## config.mk

```make
export PLATFORM = sky130hd
export DESIGN_NAME = imem_loader_flat
export DESIGN_NICKNAME = d
export VERILOG_FILES = /design/src/rtl/imem_loader_if.sv /design/src/rtl/imem_loader.sv /design/src/flat_wrapper.sv
export SDC_FILE = /design/constraint.sdc
export NUM_CORES = 1
export LEC_CHECK = 0
export CORE_ASPECT_RATIO = 1.2
export CORE_MARGIN = 2
export CORE_UTILIZATION = 40
export CTS_CLUSTER_DIAMETER = 100
export DETAILED_ROUTE_END_ITERATION = 6
export PLACE_DENSITY = 0.72
export REMOVE_ABC_BUFFERS = 1
export SYNTH_ARGS = -nofsm -noshare
export SYNTH_HDL_FRONTEND = slang
export SYNTH_SLANG_ARGS = --single-unit
```

## constraint.sdc

```tcl
create_clock -name clk -period 2.76 [get_ports clk]
set_clock_uncertainty 0.05 [all_clocks]
set_input_delay 0.552 -clock clk [delete_from_list [all_inputs] [get_ports clk]]
set_output_delay 0.552 -clock clk [all_outputs]
set_load 0.01 [all_outputs]
```

## src/rtl/imem_loader_if.sv

```systemverilog
// Byte-stream input and instruction-memory write bus shared by the loader and its source.
// Handshake: a byte transfers on a rising edge where in_valid and in_ready are both 1; nothing else is consumed.
interface imem_loader_if #(
    parameter int ADDR_W = 8
);
    logic [7:0]        in_data;
    logic              in_valid;
    logic              in_ready;
    logic              imem_we;
    logic [ADDR_W-1:0] imem_addr;
    logic [31:0]       imem_wdata;

    modport master (
        output in_data, in_valid,
        input  in_ready, imem_we, imem_addr, imem_wdata
    );

    modport slave (
        input  in_data, in_valid,
        output in_ready, imem_we, imem_addr, imem_wdata
    );
endinterface

```

## src/rtl/imem_loader.sv

```systemverilog
// Program loader: parses LEN_HI, LEN_LO, 4*N data bytes, CHK and writes big-endian words to instruction memory.
// The processor is held in reset until a load completes with a matching checksum.
module imem_loader #(
    parameter int ADDR_W = 8
) (
    input  logic         clk,
    input  logic         reset,
    input  logic         start,
    imem_loader_if.slave bus,
    output logic         cpu_reset,
    output logic         busy,
    output logic         done,
    output logic         err,
    output logic [2:0]   dbg_state
);
    typedef enum logic [2:0] {
        IDLE   = 3'd0,
        LEN_HI = 3'd1,
        LEN_LO = 3'd2,
        DATA   = 3'd3,
        CHECK  = 3'd4,
        DONE   = 3'd5,
        ERROR  = 3'd6
    } state_t;

    localparam logic [16:0] DEPTH = 17'd1 << ADDR_W;

    state_t            state, state_nxt;
    logic [7:0]        len_hi;
    logic [15:0]       len;
    logic [7:0]        chk;
    logic [1:0]        byte_cnt;
    logic [ADDR_W:0]   word_cnt;
    // Only the three earlier bytes of a word need storing; the fourth arrives with the write.
    logic [23:0]       asm_q;
    logic              we_q;
    logic [ADDR_W-1:0] addr_q;
    logic [31:0]       wdata_q;

    logic              xfer;
    logic [15:0]       n_full;
    logic              len_big;
    logic              last_word;

    assign bus.in_ready  = (state == LEN_HI) || (state == LEN_LO) ||
                           (state == DATA)   || (state == CHECK);
    assign busy          = bus.in_ready;
    assign done          = (state == DONE);
    assign err           = (state == ERROR);
    assign cpu_reset     = (state == DONE);
    assign dbg_state     = state;
    assign bus.imem_we    = we_q;
    assign bus.imem_addr  = addr_q;
    assign bus.imem_wdata = wdata_q;

    assign xfer      = bus.in_valid && bus.in_ready;
    assign n_full    = {len_hi, bus.in_data};
    assign len_big   = {1'b0, n_full} > DEPTH;
    assign last_word = (17'(word_cnt) + 17'd1) == {1'b0, len};

    always_ff @(posedge clk) begin
        if (!reset) state <= IDLE;
        else        state <= state_nxt;
    end

    always_comb begin
        state_nxt = state;
        case (state)
            IDLE, DONE, ERROR: if (start) state_nxt = LEN_HI;
            LEN_HI:            if (xfer) state_nxt = LEN_LO;
            LEN_LO: begin
                if (xfer) begin
                    if (len_big)            state_nxt = ERROR;
                    else if (n_full == '0)  state_nxt = CHECK;
                    else                    state_nxt = DATA;
                end
            end
            DATA:   if (xfer && byte_cnt == 2'd3 && last_word) state_nxt = CHECK;
            CHECK:  if (xfer) state_nxt = (bus.in_data == chk) ? DONE : ERROR;
            default: state_nxt = IDLE;
        endcase
    end

    always_ff @(posedge clk) begin
        if (!reset) begin
            len_hi   <= '0;
            len      <= '0;
            chk      <= '0;
            byte_cnt <= '0;
            word_cnt <= '0;
            asm_q    <= '0;
            we_q     <= 1'b0;
            addr_q   <= '0;
            wdata_q  <= '0;
        end else begin
            we_q <= 1'b0;
            case (state)
                IDLE, DONE, ERROR: begin
                    if (start) begin
                        chk      <= '0;
                        byte_cnt <= '0;
                        word_cnt <= '0;
                    end
                end
                LEN_HI: if (xfer) len_hi <= bus.in_data;
                LEN_LO: if (xfer) len <= n_full;
                DATA: begin
                    if (xfer) begin
                        asm_q    <= {asm_q[15:0], bus.in_data};
                        chk      <= chk ^ bus.in_data;
                        byte_cnt <= byte_cnt + 2'd1;
                        // The write lands the cycle after the 4th byte, overlapping the next byte or CHECK entry.
                        if (byte_cnt == 2'd3) begin
                            we_q     <= 1'b1;
                            wdata_q  <= {asm_q, bus.in_data};
                            addr_q   <= word_cnt[ADDR_W-1:0];
                            word_cnt <= word_cnt + 1'b1;
                        end
                    end
                end
                default: ;
            endcase
        end
    end
endmodule

```

## src/flat_wrapper.sv

```systemverilog
// flat-port wrapper written by rule: the top's interface ports become plain ports
module imem_loader_flat 
#(
    parameter int ADDR_W = 8
)
  (clk, reset, start, cpu_reset, busy, done, err, dbg_state, bus_in_data, bus_in_valid, bus_in_ready, bus_imem_we, bus_imem_addr, bus_imem_wdata);
  imem_loader_if #(.ADDR_W(ADDR_W)) bus_i ();
  input  logic clk;
  input  logic reset;
  input  logic start;
  output logic cpu_reset;
  output logic busy;
  output logic done;
  output logic err;
  output logic [2:0] dbg_state;
  input wire logic [$bits(bus_i.in_data)-1:0] bus_in_data;
  input wire logic [$bits(bus_i.in_valid)-1:0] bus_in_valid;
  output wire logic [$bits(bus_i.in_ready)-1:0] bus_in_ready;
  output wire logic [$bits(bus_i.imem_we)-1:0] bus_imem_we;
  output wire logic [$bits(bus_i.imem_addr)-1:0] bus_imem_addr;
  output wire logic [$bits(bus_i.imem_wdata)-1:0] bus_imem_wdata;
  assign bus_i.in_data = bus_in_data;
  assign bus_i.in_valid = bus_in_valid;
  assign bus_in_ready = bus_i.in_ready;
  assign bus_imem_we = bus_i.imem_we;
  assign bus_imem_addr = bus_i.imem_addr;
  assign bus_imem_wdata = bus_i.imem_wdata;
  imem_loader #(.ADDR_W(ADDR_W)) u_core (.clk(clk), .reset(reset), .start(start), .bus(bus_i), .cpu_reset(cpu_reset), .busy(busy), .done(done), .err(err), .dbg_state(dbg_state));
endmodule
```

# Word-level counts from Yosys, hierarchy flattened
# Cells that the tools add are included.
dict set report totals {
  in_bits 12
  wordCells 69
  reg_bits 111
}
dict set report classes {
  bitwise 1
  addsub 3
  eq_ne 16
  magnitude_cmp 1
  reduce_logical 18
  mux 20
}
# operator n
set ops {}
lappend ops {{$mux W9} 3}
lappend ops {{$mux W3} 7}
lappend ops {{$pmux W9 S2} 1}
lappend ops {{$eq A17 B16 Y1} 1}
lappend ops {{$gt A16 B9 Y1 const B} 1}
lappend ops {{$logic_not A16 Y1} 1}
lappend ops {{$mux W8} 2}
lappend ops {{$pmux W8 S2} 1}
lappend ops {{$pmux W3 S5} 1}
lappend ops {{$add A9 B1 Y10 const B} 1}
lappend ops {{$add A9 B1 Y9 const B} 1}
lappend ops {{$eq A3 B3 Y1 const B} 3}
lappend ops {{$reduce_and A3 Y1} 3}
lappend ops {{$eq A8 B8 Y1} 1}
lappend ops {{$ne A2 B1 Y1 const B} 4}
lappend ops {{$xor A8 B8 Y8} 1}
lappend ops {{$eq A3 B2 Y1 const B} 2}
lappend ops {{$mux W2} 3}
lappend ops {{$ne A2 B2 Y1 const B} 3}
lappend ops {{$reduce_and A2 Y1} 3}
lappend ops {{$reduce_and A5 Y1} 1}
lappend ops {{$pmux W2 S2} 1}
lappend ops {{$reduce_and A4 Y1} 1}
lappend ops {{$eq A3 B1 Y1 const B} 1}
lappend ops {{other kinds (8)} 12}

# Depth between registers and ports, before layout
# Gate-level depths: netlist (run 1).
dict set report depth {
  depth_word 9
  ltp_mapped 8
}

# Worst setup path after synthesis (run 1)
# Ideal clock, no wire load.
dict set report synth_path {
  path_type {input-to-reg}
  startpoint {input port bus_in_data[6]}
  endpoint {register u_core.state[1], in the netlist u_core.dbg_state[1]}
  stages 7
  arrival_time_ps 1677
  setup_time_ps 132
  slack_ps 901
  n_path_buf 1
  t_required_ps 2578
  path_cell_list {clkbuf_1 nor4_1 nand2_1 o311ai_1 nor2b_1 o2111a_1 a211oi_1}
}
dict set report synth_between {
  elab_chain_cells 5
  word_cells_on_any_way 9
  cone_classes {order compare: 1; eq/ne: 1; mux: 6; reduce/logical: 1}
}
# element line
set synth_lines {}
lappend synth_lines {{start, declared} flat_wrapper.sv:16} ;# input wire logic [$bits(bus_i.in_data)-1:0] bus_in_data;
lappend synth_lines {{parallel branches: the longest is 4 deep, another holds $gt A16 B9 Y1} --}
lappend synth_lines {{$pmux W3 S5 *} imem_loader.sv:68} ;# case (state)
lappend synth_lines {{end signal, assigned} imem_loader.sv:63} ;# else state <= state_nxt;
lappend synth_lines {{end, declared} imem_loader.sv:28} ;# state_t state, state_nxt;
# Every way passes the cells marked *. The select of a mux whose other input is x is not followed.
# A chain may end at the register's enable or synchronous reset.

# Worst setup path after layout (run 1)
dict set report layout_path {
  startpoint {register u_core.state[2], in the netlist u_core.dbg_state[2]}
  endpoint {output port busy}
}
dict set report layout_between {
  elab_chain_cells 4
  word_cells_on_any_way 7
  cone_classes {eq/ne: 4; reduce/logical: 3}
}
# element line
set layout_lines {}
lappend layout_lines {{$eq A3 B1 Y1 or $eq A3 B2 Y1 (tied branches)} imem_loader.sv:45} ;# assign bus.in_ready = (state == LEN_HI) || (state == LEN_LO) ||
lappend layout_lines {{$logic_or A1 B1 Y1 (2 in series)} imem_loader.sv:45}
lappend layout_lines {{$logic_or A1 B1 Y1 *} imem_loader.sv:46} ;# (state == DATA) || (state == CHECK);
lappend layout_lines {{end, declared} flat_wrapper.sv:12} ;# output logic busy;
# Mark *: on every way between the ends. The rest lies on a longest branch, timed or not.

==> results of run 1 <==
==> flip-flops by register name (all words and copies together), names as in the netlist <==
register / cells
u_core.asm_q: 24
u_core.dbg_state: 3
u_core.bus.imem_wdata: 32
u_core.word_cnt: 9
u_core.bus.imem_addr: 8
u_core.chk: 8
u_core.len: 16
u_core.len_hi: 8
u_core.byte_cnt: 2
u_core.bus.imem_we: 1
==> worst max-delay path by stage <==
stage / from / to / slack (ns) / cells after the start
6_report: u_core.dbg_state[2] / busy / 0.25 / 3
5_1_grt: u_core.dbg_state[2] / busy / 0.14 / 3
4_1_cts: u_core.dbg_state[2] / busy / 0.23 / 3
3_5_place_dp: bus_in_valid / u_core.dbg_state[1] / 0.19 / 7
3_3_place_gp: bus_in_valid / u_core.dbg_state[1] / 0.25 / 7
2_1_floorplan: u_core.dbg_state[1] / u_core.word_cnt[3] / -0.15 / 5
==> power by group through the flow <==
stage          registers, mW  logic [mW]  clock network [mW]
2_1_floorplan           1.76       0.422                   0
3_3_place_gp            1.77       0.689                   0
3_5_place_dp            1.77       0.699                   0
4_1_cts                 1.74       0.713                1.22
5_1_grt                 1.75       0.779                1.27
6_report                1.74       0.712                1.19
==> worst max-delay path, delay by kind of cell (launching register included) <==
family | cells | cell delay (ns)
buf+inv | 1 | 0.47
flops | 1 | 0.45
simple gates | 2 | 0.63
==> cell usage after synthesis (all sizes together), types with 2 or more instances <==
library cell	number	share of area, %
and3	7	0.91
nor2	21	1.6
buf	15	1.7
clkbuf	31	2.4
o21bai	2	0.30
xor2	4	0.71
nand2b	2	0.25
nand4	6	0.89
xnor2	16	2.8
nor4	5	0.76
inv	5	0.38
nor3	5	0.61
nand3	6	0.81
nand2	191	15
dfxtp	111	45
o211ai	2	0.30
nor2b	5	0.68
nand3b	2	0.30
mux2i	2	0.41
ha	2	0.51
and2	12	1.5
nor3b	2	0.30
o311ai	2	0.35
a211oi	2	0.41
o21ai	29	2.9
a21boi	96	15
or3	5	0.66
a21oi	5	0.51
==> through the flow <==
step	cell area (µm²)	setup TNS (ns)	utilization (%)	power [mW]	hold slack, ns
floorplan	4736	-0.4412	-	2.181	0.3810
detailed placement	5700	0	47.28	2.473	0.3945
finish	5964	0	49.47	3.639	0.4024
global placement	5700	0	47.28	2.459	0.3922
CTS	5964	0	49.47	3.668	0.4051
global route	5964	0	49.47	3.799	0.4263
==> per-layer routing <==
metal | part of all wire, % | wire, µm
met5 | 0 | 0
met4 | 2.0 | 218
met3 | 3.9 | 431
met2 | 51 | 5693
met1 | 43 | 4826
==> cells by family after synthesis <==
logic type | after synthesis
DFF | 111
and+or+nand+nor | 274
AOI/OAI and AO/OA | 149
buffers and inverters | 51
muxes | 2
adders and majority gates | 2
xor gates and xnor gates | 20
==> final cells by class <==
type                       instances  area share, %
sequential                       111          37.26
clock inverter                     4         0.5244
clock buffer                      11          3.902
tap                              161          3.377
inverter                           5         0.3147
timing repair buffer              79          12.80
multi-input combinational        447          41.83
==> results.py, run 1 <==
metrics = {
    "run_status": {
        "status": "complete, no violations",
    },
    "placed_design": {
        "place.gp.congestion": 0.9088,
        "dp_cells": 803,
        "port-buffer-count": 60,
        "dpl.hpwl_mm": 7.858,
        "dpl_worst_slack_ns": 0.1887,
    },
    "yosys": {
        "synth_edf_count": 0,
        "synth_cells": 609,
        "async_reset_ff_share_pct": 0,
        "yosys.area_share.simple_pct": 24.73,
        "synth_top_family_by_area": "simple AND/OR/NAND/NOR gates",
        "synth_mux_area_share_pct": 0.4054,
        "yosys_register_bits": 111,
        "syn_area_um2": 4938,
        "ys.flop_type": "dfxtp_1",
        "synthXorXnorAreaFrac_pct": 3.547,
        "synthAdderAreaFrac_pct": 0.5067,
        "seq_area_frac_synth_pct": 45.00,
        "synth_compound_area_share_pct": 21.33,
        "post_synth_num_cell_types": 58,
        "syn_avg_cell_area_um2": 8.109,
        "ys_warn_count": 0,
    },
    "sta": {
        "setup_viol": 0,
        "worst_pin_slew_ns": 0.7132,
        "finalMaxSlewViolations": 0,
        "setup_slack_ns": 0.2484,
        "finalHoldViolations": 0,
        "fin_crit_sh_pct": 91.00,
        "relSlewSlack_pct": 52.46,
        "fmax_mhz": 398.1,
        "rsz0062_at_grt": "no",
        "layout_min_cycle_time_ns": 2.512,
    },
    "route": {
        "firstDrtPassIters": 5,
        "drt_iter0_markers": 184,
        "routedWlPerCell_um": 13.66,
        "drt_wl_total_mm": 11.17,
        "drc": 0,
        "ant_nets": 0,
        "num_vias": 4201,
        "viasPerCell": 5.136,
    },
    "setup_path": {
        "reg2reg_from": "u_core.word_cnt[0]",
        "ff2ff_setup_slack_ns": 0.51,
        "reg2reg_to": "u_core.dbg_state[2]",
        "max_stage_delay_ns": 0.47,
        "setup.worst_path.class": "reg2out",
        "endpoint_kind": "output pin",
        "worst-path-max-fanout": 16,
        "critPathArrivalTime_ns": 1.91,
        "cp.required_ns": 2.16,
        "critPathLaunchType": "flip-flop",
        "worstPathCellList": "or3_1 > and2_1 > clkdlybuf4s50_1",
        "slowest_stage": "clkdlybuf4s50_1",
        "r2r_cells": 7,
    },
    "hold_path": {
        "holdPathEnd": "u_core.bus.imem_wdata[27]",
        "hold_path_startpoint": "u_core.asm_q[19]",
        "holdCritPathClass": "reg2reg",
        "min_path_cells": 2,
    },
    "cells_and_area": {
        "seq_area_um2": 2222,
        "drive_gt1_share_pct": 7.154,
        "multi_input_area_um2": 2495,
        "n_fill_cell": 1132,
        "antenna_cells": 0,
        "nets": 667,
        "layout_common_cells": "nand2_1, dfxtp_1, clkdlybuf4s50_1",
        "layout_commonest_cell": "nand2_1",
        "layout.cells.non_filler": 818,
        "syn2layout_area_growth_pct": 20.78,
    },
    "floorplan": {
        "die_w_um": 105.4,
        "ios": 61,
        "die_area_um2": 13250,
        "initial_utilization_pct": 40.96,
        "num_rows": 44,
        "core_region_area_um2": 12060,
        "dieHeight_um": 125.7,
    },
    "cts": {
        "cts_tree": "built",
        "cts.sinks": 111,
        "cts_setup_buffers": 0,
        "cts_max_path_buffers": 2,
        "numCtsBuffers": 9,
        "cts_resized": 0,
        "htreeDepth": 3,
        "clockRootBuffer": "clkbuf_16",
        "clk_pin_slew_ns": 0.07,
        "holdBufCountCts": 0,
        "clk_latency_ns": 0.35,
    },
    "global_route": {
        "groute.layer.met2.usage_pct": 31.01,
        "grt_max_degree": 44,
        "grt_pass1_vias": 4108,
        "grt_pass1_wl_mm": 18.88,
        "grt_util_met1_pct": 20.36,
        "grt.total_usage_pct": 17.33,
        "grt_util_met3_pct": 3.002,
        "busiest_layer": "met2",
        "overflow": 0,
        "antenna_found_initial": 0,
    },
    "power_and_ir_drop": {
        "power.leakage_nw": 1.998,
        "p_sw_share_pct": 29.11,
        "pwr-share-comb_pct": 19.6,
        "p_sw_mw": 1.059,
        "power_density_nw_per_um2": 610.1,
        "irDropWorstVdd_v": 0.0003467,
        "p_int_mw": 2.579,
        "p_clk_share_pct": 32.7,
        "power_frac_seq_pct": 47.7,
    },
    "job": {
        "drv_cap": 0,
    },
}
(Power assumes the default switching activity.)
==> inputs of run 2 (changes only) <==
- GPL_TIMING_DRIVEN: not set -> 0
==> run 2 against run 1 <==
Critical path depth is 2 higher. Design area fell by 2.3%. Via count decreased by 2.8%. Sequential power barely moved. Combinational power decreased by 5.3%. Largest cell class unchanged.
==> results.py, run 2 (synthesis results as in run 1) <==
metrics = {
    "cts": {
        "clockRootBuffer": "clkbuf_16",
        "cts_tree": "built",
        "clk_latency_ns": 0.35,
        "htreeDepth": 3,
        "holdBufCountCts": 0,
        "cts.sinks": 111,
        "cts_setup_buffers": 0,
        "numCtsBuffers": 9,
        "cts_max_path_buffers": 2,
        "clk_pin_slew_ns": 0.07,
    },
    "route": {
        "highest_layer": "met4",
        "viasPerCell": 5.110,
        "drc": 0,
        "drt_iter0_markers": 163,
        "drt-met1-wl_mm": 4.935,
        "drt_wl_total_mm": 10.96,
        "wl_met3_um": 321,
        "ant_nets": 0,
        "routedWlPerCell_um": 13.71,
        "route.met2.wl_mm": 5.445,
        "num_vias": 4083,
        "firstDrtPassIters": 4,
    },
    "job": {
        "drv_cap": 0,
    },
    "sta": {
        "rsz0062_at_grt": "no",
        "finalMaxSlewViolations": 0,
        "layout_min_cycle_time_ns": 2.569,
        "finalHoldViolations": 0,
        "relSlewSlack_pct": 41.57,
        "timing.hold.ws_ns": 0.4018,
        "tns_ns": 0,
        "fin_crit_sh_pct": 93.07,
        "worst_pin_slew_ns": 0.8765,
        "setup_viol": 0,
        "setup_slack_ns": 0.1912,
        "fmax_mhz": 389.3,
    },
    "hold_path": {
        "holdPathEnd": "u_core.bus.imem_addr[3]",
        "hold_path_startpoint": "u_core.bus.imem_addr[3]",
        "min_path_cells": 2,
        "holdCritPathClass": "reg2reg",
    },
    "cells_and_area": {
        "post-route-util_pct": 48.32,
        "nets": 648,
        "n_fill_cell": 1156,
        "syn2layout_area_growth_pct": 17.96,
        "drive_gt1_share_pct": 5.172,
        "seq_area_um2": 2222,
        "multi_input_area_um2": 2514,
        "largest_reg_flops": 32,
        "antenna_cells": 0,
        "layout_commonest_cell": "nand2_1",
        "layout_common_cells": "nand2_1, dfxtp_1, clkdlybuf4s50_1",
    },
    "global_route": {
        "grt_pass1_wl_mm": 18.26,
        "antenna_found_initial": 0,
        "grt_pass1_vias": 3917,
        "overflow": 0,
        "grt_max_degree": 114,
        "grt.total_usage_pct": 16.51,
    },
    "setup_path": {
        "r2r_cells": 5,
        "reg2reg_to": "u_core.word_cnt[3]",
        "cp.required_ns": 2.98,
        "ff2ff_setup_slack_ns": 0.19,
        "critPathArrivalTime_ns": 2.79,
        "endpoint_kind": "flip-flop",
        "setup.worst_path.class": "reg2reg",
        "worst-path-max-fanout": 16,
        "reg2reg_from": "u_core.dbg_state[1]",
        "critPathLaunchType": "flip-flop",
    },
    "power_and_ir_drop": {
        "power.leakage_nw": 1.911,
        "power.total_mw": 3.617,
        "power_density_nw_per_um2": 620.8,
        "irDropWorstVdd_v": 0.0002606,
    },
    "floorplan": {
        "dieHeight_um": 125.7,
        "initial_utilization_pct": 40.96,
        "num_rows": 44,
        "ios": 61,
        "core_region_area_um2": 12060,
        "die_area_um2": 13250,
        "die_w_um": 105.4,
    },
    "placed_design": {
        "port-buffer-count": 60,
        "dpl_worst_slack_ns": -0.9602,
        "dpl.hpwl_mm": 7.232,
        "place.gp.congestion": 0.8220,
    },
    "run_status": {
        "status": "complete, no violations",
    },
}
run 2: worst max-delay path by stage:
| stage | from | to | slack [ns] | cells after the start |
|---|---|---|---|---|
| after floorplan | u_core.dbg_state[1] | u_core.word_cnt[3] | -0.15 | 5 |
| after global placement | bus_in_valid | u_core.word_cnt[5] | -1.43 | 5 |
| after detailed placement | bus_in_valid | u_core.word_cnt[4] | -0.96 | 5 |
| after CTS | u_core.dbg_state[1] | u_core.word_cnt[4] | 0.03 | 5 |
| after global routing | u_core.dbg_state[1] | u_core.word_cnt[8] | 0.05 | 5 |
| final | u_core.dbg_state[1] | u_core.word_cnt[3] | 0.19 | 5 |
run 2: repair_timing:
action | in CTS | in global routing
gates resized for setup | 4 | 1
setup endpoints to repair | 59 | 8
hold endpoints to repair | 0 | 0
pin swaps | 0 | 0
run 2: critical path, stage by stage, from the launching register on:
cell	delay, ns
dfxtp_1	0.59
nor2b_2	0.39
nand2_1	0.43
o21bai_1	0.68
o21ai_0	0.21
a21boi_1	0.15
run 2: power by group:
part           leakage, nW  internal [mW]  switching, mW
clock                0.123          0.617          0.587
sequential           0.895           1.66         0.0812
combinational        0.893          0.278          0.396
run 2: per-stage QoR:
stage	instance area, µm²	std cells
final	5826	799
after global routing	5826	799
after CTS	5822	799
after detailed placement	5539	784
after global placement	5538	784
after floorplan	4736	563
run 2: final cells by class:
| class | count | area share, % |
|---|---|---|
| Clock buffer | 10 | 3.930 |
| Timing Repair Buffer | 60 | 10.27 |
| Inverter | 5 | 0.3222 |
| Multi-Input combinational cell | 447 | 43.15 |
| Sequential cell | 111 | 38.14 |
| Clock inverter | 5 | 0.7302 |
| Tap cell | 161 | 3.458 |
run 2: layer usage:
| metal | global-route usage [%] | vias to the layer above |
|---|---|---|
| li1 | - | 2084 |
| met1 | 20.24 | 1921 |
| met2 | 28.77 | 63 |
| met3 | 2.070 | 15 |
| met4 | 7.451 | 0 |
| met5 | 0 | - |
==> inputs of run 3 (changes only) <==
- PLACE_DENSITY: 0.72 -> 0.58
==> run 3 against run 2 <==
Die area did not move. Cell count grew 0.13%. Count of clock-buffer cells in the layout unchanged. Clock power barely moved. Largest cell class unchanged. Sequential power is essentially flat. Worst setup slack improved by 0.014 ns. Sequential share of layout area about the same. Register-to-register slack about the same.
==> results.py, run 3 (synthesis results as in run 1) <==
metrics = {
    "sta": {
        "finalMaxSlewViolations": 0,
        "setup_viol": 0,
        "layout_min_cycle_time_ns": 2.554,
        "tns_ns": 0,
        "fin_crit_sh_pct": 92.55,
        "relSlewSlack_pct": 38.51,
        "worst_pin_slew_ns": 0.9224,
        "rsz0062_at_grt": "no",
        "finalHoldViolations": 0,
        "setup_slack_ns": 0.2056,
        "fmax_mhz": 391.5,
    },
    "floorplan": {
        "die_w_um": 105.4,
        "dieHeight_um": 125.7,
        "num_rows": 44,
        "initial_utilization_pct": 40.96,
        "core_region_area_um2": 12060,
        "die_area_um2": 13250,
        "ios": 61,
    },
    "cells_and_area": {
        "antenna_cells": 0,
        "largest_reg_flops": 32,
        "layout_commonest_cell": "nand2_1",
        "n_fill_cell": 1210,
        "syn2layout_area_growth_pct": 18.09,
        "fin_area_um2": 5832,
        "seq_area_um2": 2222,
        "layout_common_cells": "nand2_1, dfxtp_1, clkdlybuf4s50_1",
        "nets": 648,
        "drive_gt1_share_pct": 5.634,
        "post-route-util_pct": 48.37,
        "layout.cells.non_filler": 800,
        "multi_input_area_um2": 2520,
    },
    "route": {
        "routedWlPerCell_um": 13.89,
        "firstDrtPassIters": 4,
        "drt_wl_total_mm": 11.11,
        "ant_nets": 0,
        "drt_iter0_markers": 248,
        "viasPerCell": 5.124,
        "num_vias": 4099,
        "drc": 0,
    },
    "setup_path": {
        "setup.worst_path.class": "reg2reg",
        "cp.required_ns": 2.99,
        "cpLargestDelayFamily": "simple AND/OR/NAND/NOR gates",
        "max_stage_delay_ns": 0.57,
        "worstPathCellList": "nor2b_2 > and3_4 > nand2_4 > or3_1 > a21boi_1",
        "crit_buf_inv": 0,
        "endpoint_kind": "flip-flop",
        "critPathLaunchType": "flip-flop",
        "slowest_stage": "dfxtp_1",
        "critPathArrivalTime_ns": 2.78,
        "ff2ff_setup_slack_ns": 0.21,
        "worst-path-max-fanout": 44,
    },
    "global_route": {
        "overflow": 0,
        "antenna_found_initial": 0,
        "grt_pass1_vias": 3781,
        "grt_max_degree": 114,
        "grt.total_usage_pct": 17.35,
        "grt_pass1_wl_mm": 18.77,
    },
    "power_and_ir_drop": {
        "p_sw_share_pct": 29.69,
        "irDropWorstVdd_v": 0.0003890,
        "power.leakage_nw": 1.920,
        "power_frac_seq_pct": 47.9,
        "p_clk_share_pct": 33.2,
        "power_density_nw_per_um2": 623.1,
        "p_int_mw": 2.555,
        "p_sw_mw": 1.079,
        "pwr-share-comb_pct": 18.9,
    },
    "cts": {
        "cts.sinks": 111,
        "clk_latency_ns": 0.35,
        "cts_tree": "built",
        "holdBufCountCts": 0,
        "htreeDepth": 3,
        "numCtsBuffers": 9,
        "clk_pin_slew_ns": 0.07,
        "cts_max_path_buffers": 2,
        "clockRootBuffer": "clkbuf_16",
    },
    "placed_design": {
        "dp_cells": 784,
        "place.gp.congestion": 0.8375,
        "dpl_worst_slack_ns": -1.179,
        "dpl.hpwl_mm": 7.138,
        "post_dp_cell_area_um2": 5539,
        "port-buffer-count": 60,
    },
    "hold_path": {
        "holdCritPathClass": "reg2reg",
    },
    "run_status": {
        "status": "complete, no violations",
    },
    "job": {
        "drv_cap": 0,
    },
}
[run 3: cell types whose count changed in the layout (fill, tap and decap cells not counted), sizes merged]
cell / before / now
clkinvlp: 3 / 2
clkinv: 0 / 2
[run 3: path summary, 6_finish.rpt]
check | start | cells past startpoint | end
max reg2reg | u_core.dbg_state[1] | 5 | u_core.word_cnt[4]
max | u_core.dbg_state[1] | 5 | u_core.word_cnt[4]
min | u_core.asm_q[22] | 2 | u_core.bus.imem_wdata[30]
min reg2reg | u_core.asm_q[22] | 2 | u_core.bus.imem_wdata[30]
[run 3: worst reg2reg max path, delay by kind of cell, from the launching register on]
family | cells | cell delay [ns]
AND/OR/NAND/NOR | 4 | 1.71
flip-flops | 1 | 0.57
AO/OA/AOI/OAI | 1 | 0.16
[run 3: metal layers]
| metal | GRT usage [%] | vias up | wire [µm] |
|---|---|---|---|
| li1 | - | 2080 | - |
| met1 | 23.30 | 1929 | 5395 |
| met2 | 27.86 | 76 | 5156 |
| met3 | 2.277 | 14 | 319 |
| met4 | 7.686 | 0 | 236 |
| met5 | 0 | - | 0 |
[run 3: stage by stage]
stage          hold slack, ns  power [mW]
2_1_floorplan          0.3810       2.181
3_3_place_gp           0.3903       2.447
3_5_place_dp           0.3942       2.450
4_1_cts                0.3985       3.673
5_1_grt                0.4233       3.832
6_report               0.3973       3.634
[run 3: power groups by stage]
stage / registers (mW) / clock network (mW) / logic (mW)
final: 1.74 / 1.21 / 0.687
after global routing: 1.75 / 1.32 / 0.766
after CTS: 1.74 / 1.25 / 0.686
after detailed placement: 1.78 / 0 / 0.674
after global placement: 1.77 / 0 / 0.674
after floorplan: 1.76 / 0 / 0.422
[run 3: cell type report]
class	count	share of cell area, %
Clock buffer	10	3.926
Clock inverter	6	0.7295
Inverter	5	0.3218
Multi-Input combinational cell	447	43.21
Sequential cell	111	38.10
Tap cell	161	3.454
Timing Repair Buffer	60	10.26
[run 3: what timing repair did]
action,in CTS,in global routing
resized for setup,5,2
endpoints found under the setup margin,59,8
buffers inserted,0,0
